===== src/rtl/issue_dispatch_if.sv =====
`default_nettype none
// ============================================================================
// Module : issue_dispatch_pkg / issue_dispatch_if
// Brief  : Instruction payload type and the bus that connects the issue
//          buffer read side, the dispatcher and the EX-stage registers.
//
// Interface signals:
//   i_set1, i_set2  : head / second issue-buffer entries (slot a older)
//   i_is_valid      : {slot a valid, slot b valid}
//   o_using_num     : entries consumed this cycle (0, 1 or 2)
//   o_ex_set1/2     : EX-stage payload registers
//   o_ex_valid      : {EX slot a valid, EX slot b valid}
// Modports:
//   master : issue-buffer / environment side
//   slave  : dispatcher side
// Revision: 1.0 - initial release
// ============================================================================

package issue_dispatch_pkg;

  typedef struct packed {
    logic [31:0] pc;
    logic [31:0] inst;
    logic [3:0]  br_type;       // non-zero: branch / jump
    logic [3:0]  ldst_type;     // non-zero: memory access
    logic        mem_we;        // memory write (store) when a memory op
    logic        rf_we;
    logic [4:0]  rf_rd;
    logic [4:0]  rf_raddr1;
    logic [4:0]  rf_raddr2;
    logic        o_inst_lawful; // decoder marked the instruction legal
  } PC_set;

endpackage

interface issue_dispatch_if;
  import issue_dispatch_pkg::*;

  PC_set       i_set1;
  PC_set       i_set2;
  logic [1:0]  i_is_valid;
  logic [1:0]  o_using_num;
  PC_set       o_ex_set1;
  PC_set       o_ex_set2;
  logic [1:0]  o_ex_valid;

  modport master (
    output i_set1, i_set2, i_is_valid,
    input  o_using_num, o_ex_set1, o_ex_set2, o_ex_valid
  );

  modport slave (
    input  i_set1, i_set2, i_is_valid,
    output o_using_num, o_ex_set1, o_ex_set2, o_ex_valid
  );

endinterface

`default_nettype wire


===== src/rtl/issue_dispatch.sv =====
`default_nettype none
// ============================================================================
// Module : issue_dispatch
// Brief  : Issue-buffer read side. Examines the two head entries, issues
//          0, 1 or 2 of them in order, reports the consumed count and
//          registers issued instructions into the EX-stage registers.
//          Load-use hazards are tracked by a per-register down-counter
//          scoreboard; pair hazards follow in-order dual-issue rules.
//
// Ports:
//   clk          : clock, rising edge
//   rst          : asynchronous reset, active-high
//   flush_BR     : branch mispredict flush (issues nothing, kills EX valid)
//   stall_DCache : DCache miss stall (issues nothing, holds EX + scoreboard)
//   bus          : issue_dispatch_if.slave (entries in, count + EX regs out)
//   o_cnt_dual / o_cnt_single / o_cnt_hazard : 32-bit performance counters,
//                  present only when ISSUE_PERF_CNT_EN is defined
//
// Parameters:
//   LOAD_LAT : cycles a load destination stays busy after issue (1..3)
//   NREG     : architectural register count (scoreboard depth)
//
// Build option: define ISSUE_PERF_CNT_EN to add the performance counters.
// Revision: 1.0 - initial release
// ============================================================================

module issue_dispatch
  import issue_dispatch_pkg::*;
#(
  parameter int LOAD_LAT = 2,
  parameter int NREG     = 32
) (
  input  wire logic         clk,
  input  wire logic         rst,
  input  wire logic         flush_BR,
  input  wire logic         stall_DCache,
  issue_dispatch_if.slave   bus
`ifdef ISSUE_PERF_CNT_EN
  ,
  output logic [31:0]       o_cnt_dual,
  output logic [31:0]       o_cnt_single,
  output logic [31:0]       o_cnt_hazard
`endif
);

  localparam logic [1:0] c_load_lat = 2'(LOAD_LAT);

  // Scoreboard: one busy down-counter per architectural register
  logic [1:0]      r_sb_cnt [NREG];
  logic [NREG-1:0] w_busy;

  PC_set      r_ex_set1;
  PC_set      r_ex_set2;
  logic [1:0] r_ex_valid;

  PC_set w_a;
  PC_set w_b;
  assign w_a = bus.i_set1;
  assign w_b = bus.i_set2;

  // Per-slot decode
  logic w_a_mem, w_a_load, w_a_br, w_a_writes;
  logic w_b_mem, w_b_load, w_b_writes;
  assign w_a_mem    = (w_a.ldst_type != 4'd0);
  assign w_a_load   = w_a_mem && !w_a.mem_we;
  assign w_a_br     = (w_a.br_type != 4'd0);
  assign w_a_writes = w_a.rf_we && (w_a.rf_rd != 5'd0);
  assign w_b_mem    = (w_b.ldst_type != 4'd0);
  assign w_b_load   = w_b_mem && !w_b.mem_we;
  assign w_b_writes = w_b.rf_we && (w_b.rf_rd != 5'd0);

  // r0 is never busy, so reads of r0 never raise a hazard
  always_comb begin
    w_busy = '0;
    for (int r = 1; r < NREG; r++) begin
      w_busy[r] = (r_sb_cnt[r] != 2'd0);
    end
  end

  logic w_haz_a, w_haz_b, w_raw_ab, w_waw_ab;
  assign w_haz_a  = w_busy[w_a.rf_raddr1] || w_busy[w_a.rf_raddr2];
  assign w_haz_b  = w_busy[w_b.rf_raddr1] || w_busy[w_b.rf_raddr2];
  assign w_raw_ab = w_a_writes &&
                    (((w_b.rf_raddr1 != 5'd0) && (w_b.rf_raddr1 == w_a.rf_rd)) ||
                     ((w_b.rf_raddr2 != 5'd0) && (w_b.rf_raddr2 == w_a.rf_rd)));
  assign w_waw_ab = w_a_writes && w_b_writes && (w_a.rf_rd == w_b.rf_rd);

  // Slot b alone (i_is_valid = 01) is illegal and never issues since it
  // requires issue_a.
  logic w_issue_a, w_issue_b;
  assign w_issue_a = bus.i_is_valid[1] && !w_haz_a && !stall_DCache && !flush_BR;
  assign w_issue_b = w_issue_a && bus.i_is_valid[0] && !w_haz_b &&
                     !w_raw_ab && !w_waw_ab && !(w_a_mem && w_b_mem) &&
                     !w_a_br && w_a.o_inst_lawful;

  logic [1:0] w_using_num;
  assign w_using_num     = w_issue_b ? 2'b10 : (w_issue_a ? 2'b01 : 2'b00);
  assign bus.o_using_num = w_using_num;

  // EX registers: flush > stall > normal. A non-issued slot is still
  // captured, only its valid bit is cleared.
  always_ff @(posedge clk or posedge rst) begin
    if (rst) begin
      r_ex_set1  <= '0;
      r_ex_set2  <= '0;
      r_ex_valid <= 2'b00;
    end else if (flush_BR) begin
      r_ex_valid <= 2'b00;
    end else if (!stall_DCache) begin
      r_ex_set1  <= w_a;
      r_ex_set2  <= w_b;
      r_ex_valid <= {w_issue_a, w_issue_b};
    end
  end

  assign bus.o_ex_set1  = r_ex_set1;
  assign bus.o_ex_set2  = r_ex_set2;
  assign bus.o_ex_valid = r_ex_valid;

  // Scoreboard: frozen on stall, otherwise decrement; a newly issued load
  // overrides the decrement of its destination. Flush leaves counters
  // alone because already-issued loads still complete. The mem-pair rule
  // guarantees at most one load issues per cycle.
  always_ff @(posedge clk or posedge rst) begin
    if (rst) begin
      for (int r = 0; r < NREG; r++) begin
        r_sb_cnt[r] <= 2'd0;
      end
    end else if (!stall_DCache) begin
      for (int r = 0; r < NREG; r++) begin
        if (r_sb_cnt[r] != 2'd0) begin
          r_sb_cnt[r] <= r_sb_cnt[r] - 2'd1;
        end
      end
      if (w_issue_a && w_a_load && w_a_writes) begin
        r_sb_cnt[w_a.rf_rd] <= c_load_lat;
      end else if (w_issue_b && w_b_load && w_b_writes) begin
        r_sb_cnt[w_b.rf_rd] <= c_load_lat;
      end
    end
  end

`ifdef ISSUE_PERF_CNT_EN
  always_ff @(posedge clk or posedge rst) begin
    if (rst) begin
      o_cnt_dual   <= 32'd0;
      o_cnt_single <= 32'd0;
      o_cnt_hazard <= 32'd0;
    end else if (!stall_DCache) begin
      if (w_using_num == 2'b10) o_cnt_dual   <= o_cnt_dual + 32'd1;
      if (w_using_num == 2'b01) o_cnt_single <= o_cnt_single + 32'd1;
      if (bus.i_is_valid[1] && !flush_BR && (w_using_num == 2'b00)) begin
        o_cnt_hazard <= o_cnt_hazard + 32'd1;
      end
    end
  end
`endif

endmodule

`default_nettype wire


===== src/flat_wrapper.sv =====
// flat-port wrapper written by rule: the top's interface ports become plain ports
module issue_dispatch_flat import issue_dispatch_pkg::*;
#(
  parameter int LOAD_LAT = 2,
  parameter int NREG     = 32
)
  (clk, rst, flush_BR, stall_DCache, bus_i_set1, bus_i_set2, bus_i_is_valid, bus_o_using_num, bus_o_ex_set1, bus_o_ex_set2, bus_o_ex_valid);
  issue_dispatch_if bus_i ();
  input  wire logic clk;
  input  wire logic rst;
  input  wire logic flush_BR;
  input  wire logic stall_DCache;
  input wire logic [$bits(bus_i.i_set1)-1:0] bus_i_set1;
  input wire logic [$bits(bus_i.i_set2)-1:0] bus_i_set2;
  input wire logic [$bits(bus_i.i_is_valid)-1:0] bus_i_is_valid;
  output wire logic [$bits(bus_i.o_using_num)-1:0] bus_o_using_num;
  output wire logic [$bits(bus_i.o_ex_set1)-1:0] bus_o_ex_set1;
  output wire logic [$bits(bus_i.o_ex_set2)-1:0] bus_o_ex_set2;
  output wire logic [$bits(bus_i.o_ex_valid)-1:0] bus_o_ex_valid;
  assign bus_i.i_set1 = bus_i_set1;
  assign bus_i.i_set2 = bus_i_set2;
  assign bus_i.i_is_valid = bus_i_is_valid;
  assign bus_o_using_num = bus_i.o_using_num;
  assign bus_o_ex_set1 = bus_i.o_ex_set1;
  assign bus_o_ex_set2 = bus_i.o_ex_set2;
  assign bus_o_ex_valid = bus_i.o_ex_valid;
  issue_dispatch #(.LOAD_LAT(LOAD_LAT), .NREG(NREG)) u_core (.clk(clk), .rst(rst), .flush_BR(flush_BR), .stall_DCache(stall_DCache), .bus(bus_i));
endmodule

===== config.mk =====
export PLATFORM = sky130hd
export DESIGN_NAME = issue_dispatch_flat
export DESIGN_NICKNAME = d
export VERILOG_FILES = /design/src/rtl/issue_dispatch_if.sv /design/src/rtl/issue_dispatch.sv /design/src/flat_wrapper.sv
export SDC_FILE = /design/constraint.sdc
export NUM_CORES = 1
export LEC_CHECK = 0
export BUFFER_PORTS_ARGS = -buffer_cell sky130_fd_sc_hd__buf_2
export CORE_UTILIZATION = 25
export DETAILED_ROUTE_END_ITERATION = 8
export SLEW_MARGIN = 5
export SYNTH_ARGS = -nofsm -noshare
export SYNTH_HDL_FRONTEND = slang
export SYNTH_SLANG_ARGS = --single-unit

===== constraint.sdc =====
create_clock -name clk -period 14.03 [get_ports clk]
set_input_delay 0.7015 -clock clk [delete_from_list [all_inputs] [get_ports clk]]
set_output_delay 0.7015 -clock clk [all_outputs]
set_load 0.1 [all_outputs]

== After elaboration in Yosys (flattened, before gate mapping) ==
Cells that the tools add are included.

* Flip-flop bits (word level): 246
* Input bits: 186
* Output and inout port bits: 184
* Word-level logic and storage cells: 268

* Add/sub/neg operators: 32
* Magnitude comparators: 8
* Equal/unequal tests: 4
* Multiplexer cells: 82
* Bitwise gates (word level): 10
* Reduce and logical (&&, ||, !) cells: 79

{| class="wikitable"
|+ Operators with widths
! operator !! count
|-
| 2-to-1 mux 2 bit || 69
|-
| 2-to-1 mux 64 bit || 2
|-
| AND 32 bit || 2
|-
| NOT 32 bit || 2
|-
| OR 32 bit || 2
|-
| nonzero test 2 bit || 32
|-
| subtractor 2 x 1 -> 2 bit, second input constant || 32
|-
| logical AND 1 bit || 26
|-
| < comparator 5 x 6 -> 1 bit, second input constant || 4
|-
| binary-select mux 1 bit (select 5 bit) || 4
|-
| demux 2 bit (select 5 bit) || 2
|-
| nonzero test 5 bit || 4
|-
| equality test 5 bit || 3
|-
| greater-or-equal comparator 6 bit, second input constant || 2
|-
| < comparator 6 x 1 -> 1 bit, second input constant || 2
|-
| NOT 5 -> 6 bit || 2
|-
| nonzero test 4 bit || 3
|-
| logical NOT 1 bit || 10
|-
| 2-to-1 mux 1 bit || 5
|-
| logical OR 1 bit || 3
|-
| != test 2 bit, second input constant || 1
|-
| NOT 1 bit || 2
|-
| AND reduction 2 bit || 1
|}

== Depth between registers and ports, before layout ==
* Depth after elaboration: 19
* Gate-level depth with buffers: 12
* Depth with buffers taken out: 8

== Worst setup path after synthesis ==
Ideal clock, no wire load.

* Path type: input-to-output
* Start: input port bus_i_set2[3]
* End: output port bus_o_using_num[0]
* Arrival time: 3.634 ns
* Required time: 13.328 ns
* Setup slack: 9.694 ns
* Cell stages on the path: 7
* Buffers on the path: 1
* Cell sequence: buf_2 > inv_1 > mux4_2 > a2111oi_0 > a311o_1 > nor2_1 > nor2_1

* Cells in the longest elaborated chain, start to end: 11
* Elaborated cells between the ends (all ways): 17
* Those cells by class: eq/ne: 1; mux: 3; reduce/logical: 13

{| class="wikitable"
|+ Ends and longest elaborated chain
! item !! line !! RTL
|-
| start, declared || flat_wrapper.sv:14 || <nowiki>input wire logic [$bits(bus_i.i_set2)-1:0] bus_i_set2;</nowiki>
|-
| binary-select mux 1 bit (select 5 bit) (tied with other cells) || issue_dispatch.sv:82 || <nowiki>assign w_haz_b = w_busy[w_b.rf_raddr1] || w_busy[w_b.rf_raddr2];</nowiki>
|-
| 2-to-1 mux 1 bit (implied by the code) or logical AND 1 bit (tied branches) || issue_dispatch.sv:82, issue_dispatch.sv:85 ||
|-
| logical OR 1 bit, on equally long branches || issue_dispatch.sv:82, issue_dispatch.sv:84 ||
|-
| logical NOT 1 bit or logical AND 1 bit (tied branches) || issue_dispatch.sv:92, issue_dispatch.sv:83 ||
|-
| logical AND 1 bit or logical NOT 1 bit (tied branches) || issue_dispatch.sv:92, issue_dispatch.sv:93 ||
|-
| logical AND 1 bit * || issue_dispatch.sv:92 || <nowiki>assign w_issue_b = w_issue_a && bus.i_is_valid[0] && !w_haz_b &&</nowiki>
|-
| logical AND 1 bit * (3 in series) || issue_dispatch.sv:93 || <nowiki>!w_raw_ab && !w_waw_ab && !(w_a_mem && w_b_mem) &&</nowiki>
|-
| logical AND 1 bit * || issue_dispatch.sv:94 || <nowiki>!w_a_br && w_a.o_inst_lawful;</nowiki>
|-
| 2-to-1 mux 2 bit * || issue_dispatch.sv:97 || <nowiki>assign w_using_num = w_issue_b ? 2'b10 : (w_issue_a ? 2'b01 : 2'b00);</nowiki>
|-
| end, declared || flat_wrapper.sv:16 || <nowiki>output wire logic [$bits(bus_i.o_using_num)-1:0] bus_o_using_num;</nowiki>
|}

Every way passes the cells marked *; elsewhere a longest branch is shown, timed or not. The select of a mux whose other input is x is not followed.

== Worst setup path after layout ==
* Start: input port bus_i_set1[21]
* End: output port bus_o_using_num[1]

* Cells in the longest elaborated chain, start to end: 7

{| class="wikitable"
|+ Ends and longest elaborated chain
! item !! line !! RTL
|-
| start, declared || flat_wrapper.sv:13 || <nowiki>input wire logic [$bits(bus_i.i_set1)-1:0] bus_i_set1;</nowiki>
|-
| nonzero test 4 bit || issue_dispatch.sv:64 || <nowiki>assign w_a_mem = (w_a.ldst_type != 4'd0);</nowiki>
|-
| logical AND 1 bit || issue_dispatch.sv:93 ||
|-
| logical NOT 1 bit || issue_dispatch.sv:93 ||
|-
| logical AND 1 bit (2 in series) || issue_dispatch.sv:93 ||
|-
| logical AND 1 bit || issue_dispatch.sv:94 ||
|-
| 2-to-1 mux 2 bit || issue_dispatch.sv:97 ||
|}

No other way between the ends.

==> impl_metrics.toml <==
[worst_setup_path]
critPathTopFamily = "simple AND/OR/NAND/NOR gates"
worstPathMaxFanout = 6
critPathLaunch = "bus_i_set1[21]"
path_cells = "buf_2 -> nor4_1 -> nor2_1 -> nor4_1 -> o41ai_1 -> or4_1 -> nor3_1 -> buf_2"
r2r-end = "u_core.r_sb_cnt[12]"
required_ns = 13.33
r2r_start = "u_core.r_sb_cnt[40]"
crit_type = "in2out"
start_kind = "input port"
arrival_ns = 4.45
rrSetupSlack_ns = 10.00
crit_buf_inv = 2
reg2reg_depth = 8
cpPeakStageDelay_ns = 0.96
crit_slowest_cell = "nor4_1"
end_kind = "output pin"
crit_cells = 8

[yosys]
ys_seq_area_share_pct = 52.9
synth-seq-cells = 244
synthArstFlopShare_pct = 100
synth-main-ff-cell = "dfrtp_1"
avgSynthCellArea_um2 = 11.8
syn-cell-area_um2 = 11600
synth-edff-count = 0
ys_types = 56
synth_nets = 1161
postSynthCellCount = 975
yosysWarnings = 0

[power]
p_leak_nw = 6.63
cellPowerDensity_nw_per_um2 = 164
peakVddDrop_mv = 0.158

[drt]
vias_per_cell = 4.90
dr.pass1.iters = 5
wl_per_cell_um = 18.6
drtAntennaViolNets = 0
drc_errors = 0
first_iter_violations = 699
num_vias = 9469
wl_um = 36000

[global_route]
grt_usage_pct = 14.8
grt_pass1_vias = 9328
antenna_found_initial = 2
grt_pass1_wl_um = 54600
grt_max_degree = 181
overflow = 0

[placed_design]
dp.cells = 1884
place_congestion = 0.911
dp_hpwl_um = 26100
placed_cell_area_um2 = 14000
numPortBuffers = 369

[sta]
period_share_pct = 36.7
skew_ns = 0.0139
setup_violations = 0
tightest_slew_ns = 1.23
hold_viol_final = 0
post-route-min-period_ns = 5.16
clock.fmax_mhz = 194
finalSetupTns_ns = 0
max_slew_margin_pct = 18.1
rsz0062_at_grt = "false"
finalMaxSlewViolations = 0

[min_path]
min_from = "bus_i_set2[47]"
hold_path_end = "u_core.bus.o_ex_set2[47]"
hp-class = "in2reg"
min_path_cells = 2

[clock_tree]
cts-root-buf = "clkbuf_16"
clock_latency_ns = 0.55
cts_resized = 0
htreeDepth = 1
cts_hold_buf = 0
clock_path_buffers = 3
cts_tree = "yes"
post_cts_buffers = 0
cts_buffers = 29
clk_pin_slew_worst_paths_ns = 0.06
clock-sinks = 244

[final_layout]
instances_no_fill = 1934
diodes = 0
nets = 1501
final.fill_count = 4687
regArea_um2 = 6110
fin_util_pct = 32.8
multi_input_area_um2 = 5140
post_route_cells_drive_above_1_share_pct = 48.4
final_area_um2 = 14900
synthToLayoutAreaGrowth_pct = 29.2

[die]
num_rows = 78
fp.dieH_um = 217
die_w_um = 217
pin_count = 370
initial_core_util_pct = 25.4
die-area_um2 = 47100
coreArea_um2 = 45500

[status]
outcome = "finished, final reports clean"

[flow_run]
max_cap_viol_count = 0
-- worst max-delay path by stage --
stage	to	slack [ns]
after floorplan	u_core.bus.o_ex_set1[0]	6.63
after global placement	bus_o_using_num[1]	9.11
after detailed placement	bus_o_using_num[1]	8.98
after CTS	bus_o_using_num[1]	8.97
after global routing	bus_o_using_num[1]	8.64
final	bus_o_using_num[1]	8.87
-- routing by layer --
metal  up-vias  routed length [um]  part of all wire (%)  track usage, %
met5         -                   0                     0               0
met4         0                 864                   2.4            4.15
met3        52                2820                   7.8            3.42
met2       432               17400                    48            24.5
met1      4739               15000                    42            19.2
li1       4246                   -                     -               -
-- cells by family (layout without fill, tap and decap cells) --
logic type | count (synthesis) | count (layout) | share of synthesized area [%]
simple gates | 283 | 283 | 12.8
buf+inv | 75 | 434 | 2.72
xor+xnor | 13 | 13 | 0.986
mux | 201 | 201 | 21.4
flops | 244 | 244 | 52.9
compound gates | 159 | 159 | 9.20
-- area by class of cell --
type	instances	area share, %
Clock buffer	43	5.89
Clock inverter	7	0.637
Inverter	8	0.252
Multi-Input combinational cell	656	34.5
Sequential cell	244	40.9
Tap cell	600	5.03
Timing Repair Buffer	376	12.8
-- synthesized netlist by cell type, types with 3 or more instances --
cell type	count	area [um2]
nand2_1	66	248
nor2b_1	7	43.8
a32oi_1	7	61.3
clkbuf_1	51	191
or3b_2	3	26.3
o211ai_1	10	75.1
nor3_2	3	30.0
mux4_2	19	428
a31oi_1	17	106
nand3_1	51	255
nor4_4	3	63.8
nor3_1	25	125
nand2b_1	10	62.6
a22o_1	13	114
dfrtp_1	244	6110
inv_1	8	30.0
nor3b_1	11	82.6
mux2_2	182	2050
a211oi_1	12	90.1
or2_2	8	50.1
xnor2_1	3	26.3
a32o_1	10	100
nor4_1	7	43.8
nor2_1	59	221
and2_1	11	68.8
a21oi_1	25	125
o21ai_0	47	235
xor2_1	10	87.6
nand3b_1	7	52.6
buf_2	11	55.1
-- cell usage in the layout, fill, tap and decap left out, types with 4 or more instances in the layout --
| cell | n |
|---|---|
| buf_2 | 369 |
| dfrtp_1 | 244 |
| mux2_2 | 182 |
| nand2_1 | 66 |
| nor2_1 | 58 |
| nand3_1 | 51 |
| o21ai_0 | 47 |
| clkbuf_16 | 29 |
| nor3_1 | 25 |
| a21oi_1 | 25 |
| mux4_2 | 19 |
| a31oi_1 | 17 |
| a22o_1 | 13 |
| a211oi_1 | 12 |
| and2_1 | 11 |
| nor3b_1 | 11 |
| nand2b_1 | 10 |
| o211ai_1 | 10 |
| xor2_1 | 10 |
| a32o_1 | 10 |
| clkbuf_8 | 10 |
| or2_2 | 8 |
| inv_1 | 7 |
| nor4_1 | 7 |
| a32oi_1 | 7 |
| nand3b_1 | 7 |
| nor2b_1 | 7 |
| buf_4 | 6 |
| clkbuf_1 | 4 |
-- worst register-to-register path, stage by stage, from the launching register on --
cell	delay, ns
dfrtp_1	0.40
nor2_1	0.37
a21oi_1	0.13
mux4_2	0.50
a32o_1	0.27
or4_1	0.73
nor4_2	0.95
nand2_1	0.22
a32o_1	0.34
-- where the power goes --
group / total [mW] / leakage, nW / internal (mW) / switching (mW)
Combinational: 0.863 / 3.14 / 0.149 / 0.714
Clock: 0.763 / 0.478 / 0.465 / 0.297
Sequential: 0.820 / 3.01 / 0.781 / 0.0390
-- registers in the layout, indices dropped and copies added, names as in the netlist --
register and flops:
u_core.bus.o_ex_set2 90, u_core.bus.o_ex_set1 90, u_core.bus.o_ex_valid 2, u_core.r_sb_cnt 62
-- per-stage QoR --
step           setup slack (ns)  hold slack (ns)  power, mW
6_report                   8.87            0.379       2.45
5_1_grt                    8.64            0.356       2.53
3_3_place_gp               9.11            0.484       1.69
2_1_floorplan              6.63            0.488       1.54
4_1_cts                    8.97            0.340       2.47
3_5_place_dp               8.98            0.489       1.70
Note: power is estimated with default switching activity, not from simulation.
